$ cat config.mk
export PLATFORM = sky130hd
export DESIGN_NAME = ot_receiver_rsa_flat
export DESIGN_NICKNAME = d
export VERILOG_FILES = /design/src/rtl/ot_receiver_rsa_pkg.sv /design/src/rtl/ot_receiver_rsa_if.sv /design/src/rtl/ot_receiver_rsa_modexp.sv /design/src/rtl/ot_receiver_rsa.sv /design/src/flat_wrapper.sv
export SDC_FILE = /design/constraint.sdc
export NUM_CORES = 2
export LEC_CHECK = 0
export ABC_AREA = 1
export CAP_MARGIN = 20
export CORE_MARGIN = 1
export CORE_UTILIZATION = 42
export DETAILED_ROUTE_END_ITERATION = 8
export GPL_ROUTABILITY_DRIVEN = 1
export PLACE_DENSITY_LB_ADDON = 0.15
export SLEW_MARGIN = 10
export SYNTH_ARGS = -nofsm -noshare
export SYNTH_HDL_FRONTEND = slang
export SYNTH_SLANG_ARGS = --single-unit
export TNS_END_PERCENT = 100
$ cat constraint.sdc
create_clock -name clk -period 6.7 [get_ports clk]
set_input_delay 1.005 -clock clk [delete_from_list [all_inputs] [get_ports clk]]
set_output_delay 1.005 -clock clk [all_outputs]
set_load 0.1 [all_outputs]
$ cat src/rtl/ot_receiver_rsa_pkg.sv
// Shared definitions for the receiver-side RSA oblivious-transfer engine:
// controller state encoding and default datapath geometry.
package ot_pkg;

   localparam int STATE_W     = 3;
   localparam int DEF_WIDTH   = 32;
   localparam int DEF_NUM_MSG = 2;

   typedef enum logic [STATE_W-1:0] {
      IDLE = 3'd0,
      EXP  = 3'd1,
      RED  = 3'd2,
      ADD  = 3'd3,
      OUT  = 3'd4
   } ot_state_e;

endpackage

$ cat src/rtl/ot_receiver_rsa_if.sv
// Request/result bus of ot_receiver_rsa. The master (protocol controller)
// drives the request side and accepts the result; the slave is the engine.
interface ot_receiver_rsa_if #(
   parameter int WIDTH   = ot_pkg::DEF_WIDTH,
   parameter int NUM_MSG = ot_pkg::DEF_NUM_MSG
);
   localparam int SEL_W = $clog2(NUM_MSG);

   logic                     start;
   logic                     in_ready;
   logic [SEL_W-1:0]         sel;
   logic [NUM_MSG*WIDTH-1:0] rand_msgs;
   logic [WIDTH-1:0]         N;
   logic [WIDTH-1:0]         pub_key;
   logic [WIDTH-1:0]         rand_val;
   logic                     out_valid;
   logic                     out_ready;
   logic [WIDTH-1:0]         v;
   logic                     err;

   modport master (
      output start, sel, rand_msgs, N, pub_key, rand_val, out_ready,
      input  in_ready, out_valid, v, err
   );

   modport slave (
      input  start, sel, rand_msgs, N, pub_key, rand_val, out_ready,
      output in_ready, out_valid, v, err
   );
endinterface

$ cat src/rtl/ot_receiver_rsa_modexp.sv
// rl_modexp: right-to-left binary modular exponentiation r = base^exp mod modulus.
// The base is first reduced bit-serially (WIDTH cycles), then each exponent bit
// costs WIDTH cycles of interleaved shift-add modular multiplication, with the
// conditional multiply and the squaring running side by side over the same
// base bits. Iteration stops once no set exponent bits remain, so latency is
// WIDTH * (1 + index of highest set bit of exp + 1). modulus must be >= 2.
// md_end is a one-cycle pulse; r holds until the next run completes.
module rl_modexp
   import ot_pkg::*;
#(
   parameter int WIDTH = DEF_WIDTH
) (
   input  logic             clk,
   input  logic             rst,
   input  logic             md_start,
   input  logic [WIDTH-1:0] base,
   input  logic [WIDTH-1:0] exp,
   input  logic [WIDTH-1:0] modulus,
   output logic [WIDTH-1:0] r,
   output logic             md_end
);

   localparam int CNT_W = (WIDTH > 1) ? $clog2(WIDTH) : 1;
   localparam logic [CNT_W-1:0] CNT_MAX = CNT_W'(WIDTH - 1);
   localparam logic [WIDTH-1:0] ONE     = WIDTH'(1);

   typedef enum logic [1:0] {E_IDLE, E_RED, E_MUL} eng_state_e;

   eng_state_e       st_q, st_d;
   logic [WIDTH-1:0] mod_q, mod_d;
   logic [WIDTH-1:0] exp_q, exp_d;
   logic [WIDTH-1:0] base_q, base_d;
   logic [WIDTH-1:0] acc_q, acc_d;
   logic [WIDTH-1:0] sh_q, sh_d;
   logic [WIDTH-1:0] pa_q, pa_d;
   logic [WIDTH-1:0] ps_q, ps_d;
   logic [CNT_W-1:0] cnt_q, cnt_d;
   logic [WIDTH-1:0] r_q, r_d;
   logic             end_q, end_d;
   logic [WIDTH-1:0] pa_step, ps_step, acc_nx;

   // One interleaved step: p <- (2p + bit*b) mod m, valid for p < m, b < m.
   function automatic logic [WIDTH-1:0] mm_step(input logic [WIDTH-1:0] p,
                                                input logic             bit_i,
                                                input logic [WIDTH-1:0] b,
                                                input logic [WIDTH-1:0] m);
      logic [WIDTH+1:0] t;
      t = {1'b0, p, 1'b0} + (bit_i ? {2'b00, b} : '0);
      if (t >= {2'b00, m}) t = t - {2'b00, m};
      if (t >= {2'b00, m}) t = t - {2'b00, m};
      return WIDTH'(t);
   endfunction

   // Sequencing of reduction and per-bit multiply/square passes.
   always_comb begin
      st_d    = st_q;
      mod_d   = mod_q;
      exp_d   = exp_q;
      base_d  = base_q;
      acc_d   = acc_q;
      sh_d    = sh_q;
      pa_d    = pa_q;
      ps_d    = ps_q;
      cnt_d   = cnt_q;
      r_d     = r_q;
      end_d   = 1'b0;
      acc_nx  = acc_q;
      // During reduction the multiplicand is 1, turning the step into base mod m.
      pa_step = mm_step(pa_q, sh_q[WIDTH-1], (st_q == E_RED) ? ONE : acc_q, mod_q);
      ps_step = mm_step(ps_q, sh_q[WIDTH-1], base_q, mod_q);
      case (st_q)
         E_IDLE: begin
            if (md_start) begin
               mod_d = modulus;
               exp_d = exp;
               sh_d  = base;
               pa_d  = '0;
               cnt_d = CNT_MAX;
               st_d  = E_RED;
            end
         end
         E_RED: begin
            pa_d  = pa_step;
            sh_d  = sh_q << 1;
            cnt_d = cnt_q - CNT_W'(1);
            if (cnt_q == '0) begin
               base_d = pa_step;
               acc_d  = ONE;
               sh_d   = pa_step;
               pa_d   = '0;
               ps_d   = '0;
               cnt_d  = CNT_MAX;
               if (exp_q == '0) begin
                  r_d   = ONE;
                  end_d = 1'b1;
                  st_d  = E_IDLE;
               end else begin
                  st_d  = E_MUL;
               end
            end
         end
         E_MUL: begin
            pa_d  = pa_step;
            ps_d  = ps_step;
            sh_d  = sh_q << 1;
            cnt_d = cnt_q - CNT_W'(1);
            if (cnt_q == '0) begin
               acc_nx = exp_q[0] ? pa_step : acc_q;
               exp_d  = exp_q >> 1;
               if (exp_q[WIDTH-1:1] == '0) begin
                  r_d   = acc_nx;
                  end_d = 1'b1;
                  st_d  = E_IDLE;
               end else begin
                  acc_d  = acc_nx;
                  base_d = ps_step;
                  sh_d   = ps_step;
                  pa_d   = '0;
                  ps_d   = '0;
                  cnt_d  = CNT_MAX;
               end
            end
         end
         default: st_d = E_IDLE;
      endcase
   end

   // Engine registers; reset abandons any run in progress.
   always_ff @(posedge clk) begin
      if (rst) begin
         st_q   <= E_IDLE;
         mod_q  <= '0;
         exp_q  <= '0;
         base_q <= '0;
         acc_q  <= '0;
         sh_q   <= '0;
         pa_q   <= '0;
         ps_q   <= '0;
         cnt_q  <= '0;
         r_q    <= '0;
         end_q  <= 1'b0;
      end else begin
         st_q   <= st_d;
         mod_q  <= mod_d;
         exp_q  <= exp_d;
         base_q <= base_d;
         acc_q  <= acc_d;
         sh_q   <= sh_d;
         pa_q   <= pa_d;
         ps_q   <= ps_d;
         cnt_q  <= cnt_d;
         r_q    <= r_d;
         end_q  <= end_d;
      end
   end

   assign r      = r_q;
   assign md_end = end_q;

endmodule

$ cat src/rtl/ot_receiver_rsa.sv
// ot_receiver_rsa: receiver side of 1-of-NUM_MSG RSA oblivious transfer.
// Computes v = (k^e mod N + x_sel mod N) mod N using one shared rl_modexp
// (second pass with exp=1 reduces x_sel), then holds v on a valid/ready port.
// Optional build macro OT_RECEIVER_RANGE_CHECK_EN additionally rejects
// rand_val >= N or x_sel >= N at request time.
//
// state | meaning
// IDLE  | ready for a request; operands captured on start
// EXP   | engine computing k^e mod N
// RED   | engine computing x_sel mod N
// ADD   | modular addition of the two partial results
// OUT   | result (or error) presented until out_ready
module ot_receiver_rsa
   import ot_pkg::*;
#(
   parameter int WIDTH   = DEF_WIDTH,
   parameter int NUM_MSG = DEF_NUM_MSG
) (
   input  logic              clk,
   input  logic              rst,
   ot_receiver_rsa_if.slave  bus
);

   localparam int SEL_W = $clog2(NUM_MSG);

   ot_state_e        state_q, state_d;
   logic [WIDTH-1:0] n_q, n_d;
   logic [WIDTH-1:0] e_q, e_d;
   logic [WIDTH-1:0] k_q, k_d;
   logic [WIDTH-1:0] x_q, x_d;
   logic [WIDTH-1:0] a_q, a_d;
   logic [WIDTH-1:0] b_q, b_d;
   logic [WIDTH-1:0] v_q, v_d;
   logic             err_q, err_d;
   logic             md_start_q, md_start_d;

   logic [WIDTH-1:0] x_sel;
   logic             req_err;
   logic [WIDTH:0]   sum;
   logic [WIDTH-1:0] eng_base, eng_exp, eng_r;
   logic             eng_end;

   // Selection mux and request validity; unused indices select zero.
   always_comb begin
      x_sel = '0;
      for (int i = 0; i < NUM_MSG; i++) begin
         if (bus.sel == SEL_W'(i)) x_sel = bus.rand_msgs[i*WIDTH +: WIDTH];
      end
      req_err = ({1'b0, bus.sel} >= (SEL_W+1)'(NUM_MSG)) || (bus.N < WIDTH'(2));
`ifdef OT_RECEIVER_RANGE_CHECK_EN
      req_err = req_err || (bus.rand_val >= bus.N) || (x_sel >= bus.N);
`else
      req_err = req_err || 1'b0;
`endif
   end

   // State register.
   always_ff @(posedge clk) begin
      if (rst) state_q <= IDLE;
      else     state_q <= state_d;
   end

   // Next-state logic; engine done is only honoured in EXP and RED.
   always_comb begin
      state_d = state_q;
      case (state_q)
         IDLE:    if (bus.start) state_d = req_err ? OUT : EXP;
         EXP:     if (eng_end) state_d = RED;
         RED:     if (eng_end) state_d = ADD;
         ADD:     state_d = OUT;
         OUT:     if (bus.out_ready) state_d = IDLE;
         default: state_d = IDLE;
      endcase
   end

   // Datapath updates: operand capture, partial results, modular add.
   always_comb begin
      n_d        = n_q;
      e_d        = e_q;
      k_d        = k_q;
      x_d        = x_q;
      a_d        = a_q;
      b_d        = b_q;
      v_d        = v_q;
      err_d      = err_q;
      md_start_d = 1'b0;
      sum        = {1'b0, a_q} + {1'b0, b_q};
      case (state_q)
         IDLE: begin
            if (bus.start) begin
               n_d = bus.N;
               e_d = bus.pub_key;
               k_d = bus.rand_val;
               x_d = x_sel;
               if (req_err) begin
                  err_d = 1'b1;
                  v_d   = '0;
               end else begin
                  err_d      = 1'b0;
                  md_start_d = 1'b1;
               end
            end
         end
         EXP: begin
            if (eng_end) begin
               a_d        = eng_r;
               md_start_d = 1'b1;
            end
         end
         RED: begin
            if (eng_end) b_d = eng_r;
         end
         ADD: begin
            v_d = (sum >= {1'b0, n_q}) ? WIDTH'(sum - {1'b0, n_q}) : WIDTH'(sum);
         end
         default: ;
      endcase
   end

   // Datapath registers.
   always_ff @(posedge clk) begin
      if (rst) begin
         n_q        <= '0;
         e_q        <= '0;
         k_q        <= '0;
         x_q        <= '0;
         a_q        <= '0;
         b_q        <= '0;
         v_q        <= '0;
         err_q      <= 1'b0;
         md_start_q <= 1'b0;
      end else begin
         n_q        <= n_d;
         e_q        <= e_d;
         k_q        <= k_d;
         x_q        <= x_d;
         a_q        <= a_d;
         b_q        <= b_d;
         v_q        <= v_d;
         err_q      <= err_d;
         md_start_q <= md_start_d;
      end
   end

   // Engine operands follow the state the start pulse is issued in.
   assign eng_base = (state_q == RED) ? x_q : k_q;
   assign eng_exp  = (state_q == RED) ? WIDTH'(1) : e_q;

   rl_modexp #(.WIDTH(WIDTH)) u_modexp (
      .clk      (clk),
      .rst      (rst),
      .md_start (md_start_q),
      .base     (eng_base),
      .exp      (eng_exp),
      .modulus  (n_q),
      .r        (eng_r),
      .md_end   (eng_end)
   );

   // Handshake outputs.
   always_comb begin
      bus.in_ready  = (state_q == IDLE);
      bus.out_valid = (state_q == OUT);
      bus.v         = v_q;
      bus.err       = err_q;
   end

endmodule

$ cat src/flat_wrapper.sv
// flat-port wrapper written by rule: the top's interface ports become plain ports
module ot_receiver_rsa_flat import ot_pkg::*;
#(
   parameter int WIDTH   = DEF_WIDTH,
   parameter int NUM_MSG = DEF_NUM_MSG
)
  (clk, rst, bus_start, bus_sel, bus_rand_msgs, bus_N, bus_pub_key, bus_rand_val, bus_out_ready, bus_in_ready, bus_out_valid, bus_v, bus_err);
  ot_receiver_rsa_if #(.WIDTH(WIDTH), .NUM_MSG(NUM_MSG)) bus_i ();
  input  logic clk;
  input  logic rst;
  input wire logic [$bits(bus_i.start)-1:0] bus_start;
  input wire logic [$bits(bus_i.sel)-1:0] bus_sel;
  input wire logic [$bits(bus_i.rand_msgs)-1:0] bus_rand_msgs;
  input wire logic [$bits(bus_i.N)-1:0] bus_N;
  input wire logic [$bits(bus_i.pub_key)-1:0] bus_pub_key;
  input wire logic [$bits(bus_i.rand_val)-1:0] bus_rand_val;
  input wire logic [$bits(bus_i.out_ready)-1:0] bus_out_ready;
  output wire logic [$bits(bus_i.in_ready)-1:0] bus_in_ready;
  output wire logic [$bits(bus_i.out_valid)-1:0] bus_out_valid;
  output wire logic [$bits(bus_i.v)-1:0] bus_v;
  output wire logic [$bits(bus_i.err)-1:0] bus_err;
  assign bus_i.start = bus_start;
  assign bus_i.sel = bus_sel;
  assign bus_i.rand_msgs = bus_rand_msgs;
  assign bus_i.N = bus_N;
  assign bus_i.pub_key = bus_pub_key;
  assign bus_i.rand_val = bus_rand_val;
  assign bus_i.out_ready = bus_out_ready;
  assign bus_in_ready = bus_i.in_ready;
  assign bus_out_valid = bus_i.out_valid;
  assign bus_v = bus_i.v;
  assign bus_err = bus_i.err;
  ot_receiver_rsa #(.WIDTH(WIDTH), .NUM_MSG(NUM_MSG)) u_core (.clk(clk), .rst(rst), .bus(bus_i));
endmodule
=== Yosys cells after proc, flatten, opt, wreduce, memory -nomap -nowiden ===
Cells that the tools add are included.
W data, S select, Z words.

* Add/subtract/negate cells: 9
* Order comparisons: 6
* Equal/unequal tests: 17
* Mux-type cells: 72
* Reduce and logical (&&, ||, !) cells: 21

{| class="wikitable"
|+ Operators by type and width
! kind !! count
|-
| $mux W32 || 35
|-
| $pmux W32 S2 || 6
|-
| $pmux W32 S3 || 2
|-
| $ge A34 B32 Y1 || 4
|-
| $sub A32 B32 Y32 || 3
|-
| $add A33 B32 Y34 || 2
|-
| $mux W34 || 2
|-
| $sub A34 B32 Y34 || 2
|-
| $add A32 B32 Y33 || 1
|-
| $ge A33 B32 Y1 || 1
|-
| $logic_not A32 Y1 || 1
|-
| $lt A32 B2 Y1 const B || 1
|-
| $logic_not A31 Y1 || 1
|-
| $mux W5 || 4
|-
| $mux W3 || 5
|-
| $pmux W3 S5 || 1
|-
| $pmux W5 S3 || 1
|-
| $ne A2 B2 Y1 const B || 7
|-
| $reduce_and A2 Y1 || 6
|-
| $reduce_and A4 Y1 || 3
|-
| $mux W2 || 5
|-
| $mux W1 || 8
|-
| $ne A2 B1 Y1 const B || 4
|-
| $eq A3 B2 Y1 const B || 2
|-
| 14 further kinds || 18
|}

* Flip-flop bits (word level): 493
* Bits of input ports: 165
* Output and inout bits: 35
* Logic and storage cells: 146

=== Logic depth before layout (Yosys ltp) ===
* Depth after elaboration: 12
* Mapped depth: 54
* Mapped depth without buffers: 51

=== Cells and area by module ===
Synthesis repeated with hierarchy kept, for this count alone.

* Cell total of the unflattened synthesis: 6,430
* Area, all modules: 39,804.4 um^2

{| class="wikitable"
|+ By module, submodules not included
! module !! instances !! cells each !! area an instance (um^2) !! seq. area each (um^2)
|-
| rl_modexp || 1 || 4,106 || 25,301.8 || 5,285.1
|-
| ot_receiver_rsa || 1 || 2,324 || 14,502.7 || 4,584.4
|}

=== Worst setup path after synthesis ===
OpenSTA, ideal clock, no wires.

* Path type: register -> register
* Start: register u_core.u_modexp.st_q[1]
* End: register u_core.u_modexp.r_q[20] (netlist: u_core.u_modexp.r[20])
* Setup time: 0.128 ns
* Arrival: 6.263 ns
* Data required time: 6.572 ns
* Path slack: 0.309 ns
* Cell stages (with the launch flop): 49
* Path buffers: 4
* Clock period less this slack: 6.391 ns
* Cell sequence: dfxtp_1 > inv_1 > ha_1 > inv_1 > nand2_1 > clkbuf_1 > nor2_1 > ha_1 > inv_1 > fa_1 > nand3b_1 > nand2_1 > nand3_1 > nand2_1 > nand2_1 > nand2_1 > a21oi_1 > xor2_1 > [... 13 more ...] > o21ai_1 > inv_1 > ha_1 > a21oi_1 > o21bai_1 > a21oi_1 > nand2_1 > nand3_1 > nand2_1 > nand2_1 > nand3_1 > nor2_2 > buf_2 > nand3_1 > nand2_1 > inv_1 > o21ai_0 > a21oi_1

* Cells in the longest elaborated chain, start to end: 12
* Elaborated cells between the ends (all ways): 21
* Those cells by class: add/sub (3); order compare (2); eq/ne (6); mux (8); reduce/logical (2)

{| class="wikitable"
|+ Ends and longest elaborated chain
! item !! RTL line !! RTL
|-
| start, declared || ot_receiver_rsa_modexp.sv:29 || <nowiki>eng_state_e st_q, st_d;</nowiki>
|-
| start signal, assigned || ot_receiver_rsa_modexp.sv:143 || <nowiki>st_q <= st_d;</nowiki>
|-
| $eq A2 B1 Y1 || ot_receiver_rsa_modexp.sv:69, ot_receiver_rsa_modexp.sv:71 ||
|-
| $mux W32 || ot_receiver_rsa_modexp.sv:69 || <nowiki>pa_step = mm_step(pa_q, sh_q[WIDTH-1], (st_q == E_RED) ? ONE : acc_q, mod_q);</nowiki>
|-
| $mux W32 || ot_receiver_rsa_modexp.sv:48 || <nowiki>t = {1'b0, p, 1'b0} + (bit_i ? {2'b00, b} : '0);</nowiki>
|-
| $add A33 B32 Y34 || ot_receiver_rsa_modexp.sv:48 ||
|-
| $sub A34 B32 Y34 / $ge A34 B32 Y1 (equally long branches) || ot_receiver_rsa_modexp.sv:49 || <nowiki>if (t >= {2'b00, m}) t = t - {2'b00, m};</nowiki>
|-
| $mux W34 || ot_receiver_rsa_modexp.sv:49 ||
|-
| $sub A32 B32 Y32 / $ge A34 B32 Y1 (equally long branches) || ot_receiver_rsa_modexp.sv:50 || <nowiki>if (t >= {2'b00, m}) t = t - {2'b00, m};</nowiki>
|-
| $mux W32 || ot_receiver_rsa_modexp.sv:50 ||
|-
| $mux W32 || ot_receiver_rsa_modexp.sv:108 || <nowiki>acc_nx = exp_q[0] ? pa_step : acc_q;</nowiki>
|-
| $mux W32 || ot_receiver_rsa_modexp.sv:110 || <nowiki>if (exp_q[WIDTH-1:1] == '0) begin</nowiki>
|-
| $mux W32 || ot_receiver_rsa_modexp.sv:107 || <nowiki>if (cnt_q == '0) begin</nowiki>
|-
| $pmux W32 S2 || ot_receiver_rsa_modexp.sv:71 || <nowiki>case (st_q)</nowiki>
|-
| end signal, assigned || ot_receiver_rsa_modexp.sv:152 || <nowiki>r_q <= r_d;</nowiki>
|-
| end, declared || ot_receiver_rsa_modexp.sv:38 || <nowiki>logic [WIDTH-1:0] r_q, r_d;</nowiki>
|}

Several ways; a longest one is shown, not always the timed one. The select of a mux whose other input is x is not followed.
A chain may end at the register's enable or synchronous reset.

=== Worst setup path after layout ===
* Start: register u_core.u_modexp.st_q[1]
* End: register u_core.u_modexp.base_q[9]

* Cells in the longest elaborated chain, start to end: 10
* Elaborated cells between the ends (all ways): 18
* Those cells by class: add/sub (3); order compare (2); eq/ne (5); mux (6); reduce/logical (2)

{| class="wikitable"
|+ Ends and longest elaborated chain
! item !! RTL line !! RTL
|-
| $eq A2 B1 Y1 || ot_receiver_rsa_modexp.sv:69, ot_receiver_rsa_modexp.sv:71 ||
|-
| $mux W32 || ot_receiver_rsa_modexp.sv:69 ||
|-
| $mux W32 || ot_receiver_rsa_modexp.sv:48 ||
|-
| $add A33 B32 Y34 || ot_receiver_rsa_modexp.sv:48 ||
|-
| $sub A34 B32 Y34 / $ge A34 B32 Y1 (equally long branches) || ot_receiver_rsa_modexp.sv:49 ||
|-
| $mux W34 || ot_receiver_rsa_modexp.sv:49 ||
|-
| $sub A32 B32 Y32 / $ge A34 B32 Y1 (equally long branches) || ot_receiver_rsa_modexp.sv:50 ||
|-
| $mux W32 || ot_receiver_rsa_modexp.sv:50 ||
|-
| $mux W32 || ot_receiver_rsa_modexp.sv:86 || <nowiki>if (cnt_q == '0) begin</nowiki>
|-
| $pmux W32 S2 || ot_receiver_rsa_modexp.sv:71 ||
|-
| end signal, assigned || ot_receiver_rsa_modexp.sv:146 || <nowiki>base_q <= base_d;</nowiki>
|-
| end, declared || ot_receiver_rsa_modexp.sv:32 || <nowiki>logic [WIDTH-1:0] base_q, base_d;</nowiki>
|}

Several ways; a longest one is shown, not always the timed one. The select of a mux whose other input is x is not followed.

==> impl_metrics.ini <==
[status]
outcome = finished clean

[worst_setup_path]
cp_common_cell = nand2_2
cp_slowest_cell = dfxtp_2
worst-r2r-cell-count = 50
endpoint_kind = flip-flop
regToRegEndpoint = u_core.u_modexp.base_q[9]
cp_max_fo = 8
crit_required_ns = 7.16
critPathArrivalTime_ns = 7.14
startpoint = u_core.u_modexp.st_q[1]
path_class = reg2reg
r2r_start = u_core.u_modexp.st_q[1]
worstSetupStartpointType = flip-flop
worst_path_largest_cell_delay_ns = 0.34
rrSetupSlack_ns = 0.01
cp-endpoint = u_core.u_modexp.base_q[9]

[sta]
final.setup.tns_ns = 0
slew_headroom_pct = 26.3
finClkSkew_ns = 0.0144
fin_crit_sh_pct = 99.8
rsz0062_at_grt = true
final_max_slew_viol_count = 0
final.min_clock_period_ns = 6.69
hold_viol_final = 0
fmax_mhz = 150
finalSetupViolCount = 0
worst_slew_pin_slew_ns = 1.10

[synth]
syn_nets = 6377
avgSynthCellArea_sq_um = 6.28
yosysMostFrequentCell = nand2_1
yosysWarnings = 0
synth_seq_cells = 493
ys_top_cells_by_count = nand2_1 (1440), a21oi_1 (767), inv_1 (725)
synth_edf_count = 0
ys_types = 61
netlist_area_sq_um = 37300
ys_top_cells_by_area = dfxtp_1 (26%), nand2_1 (14%), a21oi_1 (10%), ha_1 (8.6%), inv_1 (7.3%)
ys_seq_area_share_pct = 26.4
yosys.area.top_type_share_pct = 26.4
synthArstFlopShare_pct = 0
synthFlopType = dfxtp_1
synth_cells = 5946
synth.largest_area_cell = dfxtp_1

[route]
firstDrtPassIters = 5
wl_per_cell_microns = 20.6
route.detailed.drc = 0
drt-total-wl_mm = 171
drtIter0Drc = 4121
num_vias = 44900
ant_nets = 0
vias_per_cell = 5.42

[die]
dieArea_sq_um = 90100
fp.dieW_microns = 300
die_h_microns = 300
rows = 109
start_util_pct = 42.3
io_pins = 200
core_area_sq_um = 88200

[hold_path]
min_from = u_core.k_q[2]
whs_path_depth = 2
hp-class = reg2reg

[finish]
area_growth_pct = 45.2
nets = 7514
fillers = 8506
layout-drive-gt1-share_pct = 27.2

[clock_network]
htreeDepth = 2
clk_path_buf_depth = 3
cts_root_buf = clkbuf_16
numCtsBuffers = 49
clk_latency_ns = 0.61
ctsHoldBuffers = 0
cts_tree = done
clk_pin_slew_worst_paths_ns = 0.07
cts_num_sinks = 493

[placement]
io_buffers = 199
hpwl_mm = 133
gp_congestion = 1.07

[global_routing]
grt_util_all_layers_pct = 35.9
antenna_found_initial = 5
grt_start_max_net_pins = 156
grt_pass1_vias = 41500
grt_pass1_wl_mm = 248
grt.overflow.total = 0

[flow_run]
maxCapViolCount = 0
repair_timing:
action,in CTS,in global routing
cloned,5,5
pin swaps,64,216
setup buffers,57,51
resized for setup,341,575
endpoints found under the setup margin,192,192
worst max-delay path, delay by kind of cell, from the launching register on:
kind,cells,cell delay [ns]
and+or+nand+nor,26,2.73
DFF,1,0.34
adders and majority gates,5,1.05
AOI/OAI and AO/OA,7,0.93
xor gates and xnor gates,1,0.15
buffers and inverters,11,1.25
cell usage in the layout (no fill, tap or decap), types with 168 or more instances in the layout:
master           instances
nand2_1               1240
buf_4                 1074
inv_1                  686
a21oi_1                663
dfxtp_1                489
nor2_1                 423
o21ai_0                381
nand3_1                305
clkdlybuf4s50_1        196
ha_1                   168
worst min-delay path by stage:
stage / endpoint / slack (ns)
floorplan: u_core.k_q[0] / 0.42
global placement: u_core.k_q[4] / 0.43
detailed placement: u_core.k_q[3] / 0.43
CTS: u_core.k_q[3] / 0.44
global route: u_core.k_q[2] / 0.46
finish: u_core.k_q[2] / 0.44
area by class of cell:
cell class	count	area (sq um)	area share, %
repair inverters	1	6.26	0.0115
clock inverters	23	258	0.475
repair buffers	1336	11100	20.5
well taps	1165	1460	2.69
multi-input cells	4472	27400	50.4
inverters	730	2770	5.11
clock buffers	67	1390	2.55
diodes	4	10.0	0.0185
flip-flops and latches	493	9880	18.2
per-stage QoR:
step	worst slack, ns	hold slack [ns]	area (sq um)	cells	utilization [%]
floorplan	0.309	0.420	37300	5946	-
finish	0.0121	0.444	54200	8291	61.5
global route	-0.356	0.464	54200	8290	61.5
detailed placement	-1.09	0.434	47700	8082	54.0
CTS	-0.0221	0.444	51200	8233	58.1
global placement	-1.09	0.433	47700	8082	54.0
layer usage:
metal / global-route usage, % / wire, microns / vias to the layer above
li1: - / - / 21900
met5: 0 / 10 / -
met2: 55.0 / 73500 / 1735
met4: 14.3 / 7510 / 2
met3: 6.61 / 14200 / 299
met1: 49.6 / 75400 / 20900
cells by family after synthesis:
| family | after synthesis | synth area share, % |
|---|---|---|
| and+or+nand+nor | 2487 | 27.5 |
| AOI/OAI and AO/OA | 1510 | 22.0 |
| buffers and inverters | 982 | 10.1 |
| DFF | 493 | 26.4 |
| adders and majority gates | 266 | 9.07 |
| xor gates and xnor gates | 204 | 4.78 |
| muxes | 4 | 0.121 |
Power is not shown: default switching activity piles up to over one toggle a cycle in this logic, so the estimate is an artifact.
